--- src/rtl/rr_arbiter_8ch_32b.sv ---
// Round-robin arbiter sharing one 32-bit valid/ready output among 8 requesters.
// Optional feature macro ARB_BURST_EN: hold a grant for up to MAX_BURST back-to-back transfers.

module mux_8to1_32b (
  input  logic [255:0] data,
  input  logic [2:0]   sel,
  output logic [31:0]  y
);
  assign y = data[{sel, 5'd0} +: 32];
endmodule

module rr_arbiter_8ch_32b #(
  parameter int CNT_W     = 16,
  parameter int MAX_BURST = 4
) (
  input  logic             clock,
  input  logic             reset_n,
  input  logic [7:0]       req_valid,
  input  logic [255:0]     req_data,
  output logic [7:0]       req_ready,
  output logic             out_valid,
  input  logic             out_ready,
  output logic [31:0]      out_data,
  output logic [2:0]       sel,
  output logic [CNT_W-1:0] xfer_cnt
);

  typedef enum logic {IDLE, GRANT} state_t;

  state_t     state;
  logic [2:0] ptr;
  logic [2:0] next_ptr;
  logic       xfer;
  logic       burst_more;

  // First valid requester scanning p, p+1, ... with 3-bit wraparound.
  function automatic logic [2:0] rr_pick(input logic [7:0] v, input logic [2:0] p);
    logic [2:0] idx;
    logic       found;
    rr_pick = p;
    found   = 1'b0;
    for (int i = 0; i < 8; i++) begin
      idx = p + 3'(i);
      if (!found && v[idx]) begin
        rr_pick = idx;
        found   = 1'b1;
      end
    end
  endfunction

  mux_8to1_32b u_mux (
    .data (req_data),
    .sel  (sel),
    .y    (out_data)
  );

  assign out_valid = (state == GRANT) && req_valid[sel];
  assign req_ready = ((state == GRANT) && out_ready) ? (8'd1 << sel) : 8'd0;
  assign xfer      = out_valid && out_ready;
  assign next_ptr  = sel + 3'd1;

`ifdef ARB_BURST_EN
  localparam int BURST_W = $clog2(MAX_BURST) + 1;

  logic [BURST_W-1:0] burst_cnt;

  assign burst_more = (32'(burst_cnt) + 32'd1) < 32'(MAX_BURST);
`else
  logic unused_max_burst;

  assign burst_more       = 1'b0;
  assign unused_max_burst = (MAX_BURST > 0);
`endif

  // NOTE: sequential state uses non-blocking (<=) so every register samples
  // pre-edge values; blocking here would create order-dependent races.
  always_ff @(posedge clock) begin
    if (!reset_n) begin
      state    <= IDLE;
      sel      <= '0;
      ptr      <= '0;
      xfer_cnt <= '0;
`ifdef ARB_BURST_EN
      burst_cnt <= '0;
`endif
    end else begin
      if (xfer) xfer_cnt <= xfer_cnt + CNT_W'(1);

      case (state)
        IDLE: begin
          if (|req_valid) begin
            sel   <= rr_pick(req_valid, ptr);
            state <= GRANT;
          end
        end
        GRANT: begin
          if (!req_valid[sel]) begin
            // Granted requester withdrew: give up the grant, pointer untouched.
            state <= IDLE;
`ifdef ARB_BURST_EN
            burst_cnt <= '0;
`endif
          end else if (out_ready) begin
            if (burst_more) begin
`ifdef ARB_BURST_EN
              burst_cnt <= burst_cnt + BURST_W'(1);
`endif
            end else begin
              // Re-arbitrate with the just-served requester at lowest priority.
              ptr <= next_ptr;
              sel <= rr_pick(req_valid, next_ptr);
`ifdef ARB_BURST_EN
              burst_cnt <= '0;
`endif
            end
          end
        end
        default: state <= IDLE;
      endcase
    end
  end

endmodule
--- config.mk ---
export PLATFORM = sky130hd
export DESIGN_NAME = rr_arbiter_8ch_32b
export DESIGN_NICKNAME = d
export VERILOG_FILES = /design/src/rtl/rr_arbiter_8ch_32b.sv
export SDC_FILE = /design/constraint.sdc
export NUM_CORES = 1
export LEC_CHECK = 0
export BUFFER_PORTS_ARGS = -buffer_cell sky130_fd_sc_hd__buf_4
export CORE_AREA = 2 2 125 127
export CTS_CLUSTER_SIZE = 30
export DETAILED_ROUTE_END_ITERATION = 8
export DIE_AREA = 0 0 127 129
export GPL_TIMING_DRIVEN = 0
export PLACE_DENSITY = 0.68
export SLEW_MARGIN = 15
export SYNTH_ARGS = -nofsm -noshare
export SYNTH_HDL_FRONTEND = slang
export SYNTH_HIERARCHICAL = 1
export SYNTH_SLANG_ARGS = --single-unit
--- constraint.sdc ---
create_clock -name clock -period 5.25 [get_ports clock]
set_input_delay 1.05 -clock clock [delete_from_list [all_inputs] [get_ports clock]]
set_output_delay 1.05 -clock clock [all_outputs]
set_load 0.005 [all_outputs]
==> flow_summary.toml <==
[status]
status = "complete, no violations"

[route]
wl_per_cell_um = 26.12
drc = 0
routed_wl_um = 26140
drt_iter0_drc = 415
firstDrtPassIters = 5
via_per_inst = 5.875
ant_nets = 0
vias = 5881

[clock_tree]
clk_pin_slew_worst_paths_ps = 60
root_buffer = "clkbuf_16"
clock_latency_ps = 260
cts_tree = "yes"
cts_sinks = 23
cts_setup_buffers = 0
cts-resized-gates = 0
cts_buffers = 3
clock_path_buffers = 2
ctsHoldBuffers = 0
ctsHtreeMaxLevel = 1

[global_route]
grt_pass1_wl_um = 35980
grt_max_degree = 14
gr-usage-all-layers_pct = 29.69
grt.overflow.total = 0
antenna_found_initial = 20
first_global_vias = 5811

[floorplanning]
core_area_um2 = 14980
io_pins = 327
dieArea_um2 = 16380
die_y_um = 129
initial_core_util_pct = 35.20
die_width_um = 127
fp-row-count = 45

[finish]
nNetsFinal = 1079
syn_to_final_growth_pct = 52.97
drive_gt1_share_pct = 56.55
fin_area_um2 = 8065
post-route-util_pct = 53.85
multiInputGateArea_um2 = 4467
fill_cells = 1368
regArea_um2 = 460.4

[setup_path]
cp.arrival_ps = 4900
endpoint_kind = "register"
path_max_fanout = 10
worstPathRequired_ps = 5370
startpoint_type = "register"
critPathKind = "reg2reg"

[synthesis]
syn_nets = 748
netlist_instances = 471
synth_cell_types = 68
synth-edff-count = 0
synth.cell_area_um2 = 5273
synthArstFlopShare_pct = 0
syn_area_per_cell_um2 = 11.19
ys_seq_area_share_pct = 8.733
ys_ff_latch = 23
synth_ff_type = "dfxtp_1"
yosysWarnings = 6

[power]
ir_drop_uv = 174.1
leakagePower_nw = 3.315
power_density_nw_per_um2 = 254.6
power.total_w = 0.002054

[timing]
finalSetupViolCount = 0
max_freq_ghz = 0.2091
min_period_ps = 4783
tightest_slew_ps = 704.1
rsz0062_at_grt = "no"
hold_violations = 0
final.period_utilization_pct = 91.10
skew_ps = 2.763
drv_slew = 0
slew_headroom_pct = 53.06
setup_ws_ps = 467.2
tns_ps = 0

[placement]
dpl.hpwl_um = 22310
gp_congestion = 0.9257
pre_cts_ws_ps = 536.9
port_buffers = 326
placedInstanceArea_um2 = 7955

[min_path]
hold_class = "reg2reg"

[run]
cap_violations = 0
[synth_stat cells (2+ instances only)]
master	n	share of area, %
mux4_2	53	23
mux2_2	46	9.8
mux4_1	44	22
nor2_1	32	2.3
nand2_1	29	2.1
dfxtp_1	23	8.7
clkbuf_1	20	1.4
a21oi_1	18	1.7
mux2i_1	16	3.0
o21ai_0	14	1.3
nand3_1	12	1.1
inv_1	11	0.78
xnor2_1	11	1.8
buf_1	10	0.71
ha_1	10	2.4
or3_1	10	1.2
buf_6	9	1.9
nor3_1	6	0.57
o211ai_1	6	0.85
xor2_1	6	1.0
and2_1	5	0.59
and3_1	5	0.59
buf_2	4	0.38
nand4_1	4	0.47
o21a_1	4	0.57
a22o_1	3	0.50
clkbuf_8	3	0.78
nand3b_1	3	0.43
nor4_1	3	0.36
a2111oi_0	2	0.33
a211oi_1	2	0.28
a21o_1	2	0.28
a221oi_1	2	0.33
a22oi_1	2	0.28
a31oi_1	2	0.24
nand2b_1	2	0.24
nor2b_1	2	0.24
nor3b_1	2	0.28
nor4b_1	2	0.33
o22ai_1	2	0.24
or4_1	2	0.28
[registers in the layout, summed over array words and instances, names as in the netlist]
register and cells:
sel 3, state 1, xfer_cnt 16, ptr 3
[cell usage in the layout, fill, tap and decap left out, drive strengths merged, types with 10 or more instances in the layout]
cell / netlist / routed
buf: 24 / 350
mux2: 46 / 46
nand3: 12 / 12
or3: 10 / 10
a21oi: 18 / 18
diode: 0 / 12
dfxtp: 23 / 23
nand2: 29 / 29
nor2: 33 / 33
mux2i: 16 / 16
inv: 11 / 11
o21ai: 14 / 14
clkbuf: 23 / 26
xnor2: 11 / 11
mux4: 97 / 97
ha: 10 / 10
[worst max-delay path: stages (launching register included)]
cell       delay [ps]
dfxtp_1           360
clkbuf_1          320
buf_1             490
inv_1             170
ha_1              310
clkbuf_1          350
buf_1             470
mux4_2            420
mux2_2            340
or3_1             330
nor4b_1           410
a2111oi_0         170
o311ai_1          370
nand4_1           130
[report_power, final]
part	internal (W)	switching, W	leakage (nW)
registers	0.000184	0.0000220	0.186
logic	0.000937	0.000747	3.09
clock network	0.000102	0.0000607	0.0410
[metal layers]
layer	part of all wire (%)	GRT usage (%)
met1	37	34.12
met5	0.44	0
met2	48	50.03
met4	1.5	4.072
met3	14	16.59
[logic make-up (layout without fill, tap and decap cells)]
logic type | Yosys count | count (layout) | synth area share, %
AO/OA/AOI/OAI | 74 | 74 | 9.587
XOR/XNOR | 17 | 17 | 2.824
adder cells (fa/ha/maj) | 10 | 10 | 2.373
buffers and inverters | 60 | 390 | 6.550
flip-flops | 23 | 23 | 8.733
multiplexers | 159 | 159 | 57.43
other | 0 | 12 | 0
AND/OR/NAND/NOR | 128 | 128 | 12.51
[stage by stage]
step | instances | hold slack (ps)
2_1_floorplan | 471 | 482.9
3_3_place_gp | 985 | 483.5
3_5_place_dp | 985 | 494.7
4_1_cts | 989 | 502.6
5_1_grt | 989 | 537.8
6_report | 1001 | 510.1
[area by class of cell]
type	instances	area share, %
clock buffer	3	0.9308
sequential	23	5.709
buffer	48	3.723
timing repair buffer	326	30.34
antenna	12	0.3723
clock inverter	1	0.06205
multi-input combinational	388	55.38
inverter	12	0.5585
tap	188	2.917
[worst paths after layout]
path,cells past startpoint,end,from,slack [ps]
worst min-delay path,2,xfer_cnt[6],xfer_cnt[6],510
worst max-delay path,13,sel[1],ptr[1],470
worst min register to register,2,xfer_cnt[6],xfer_cnt[6],510
worst max register to register,13,sel[1],ptr[1],470
No activity file was read; power rests on OpenSTA's default activity.
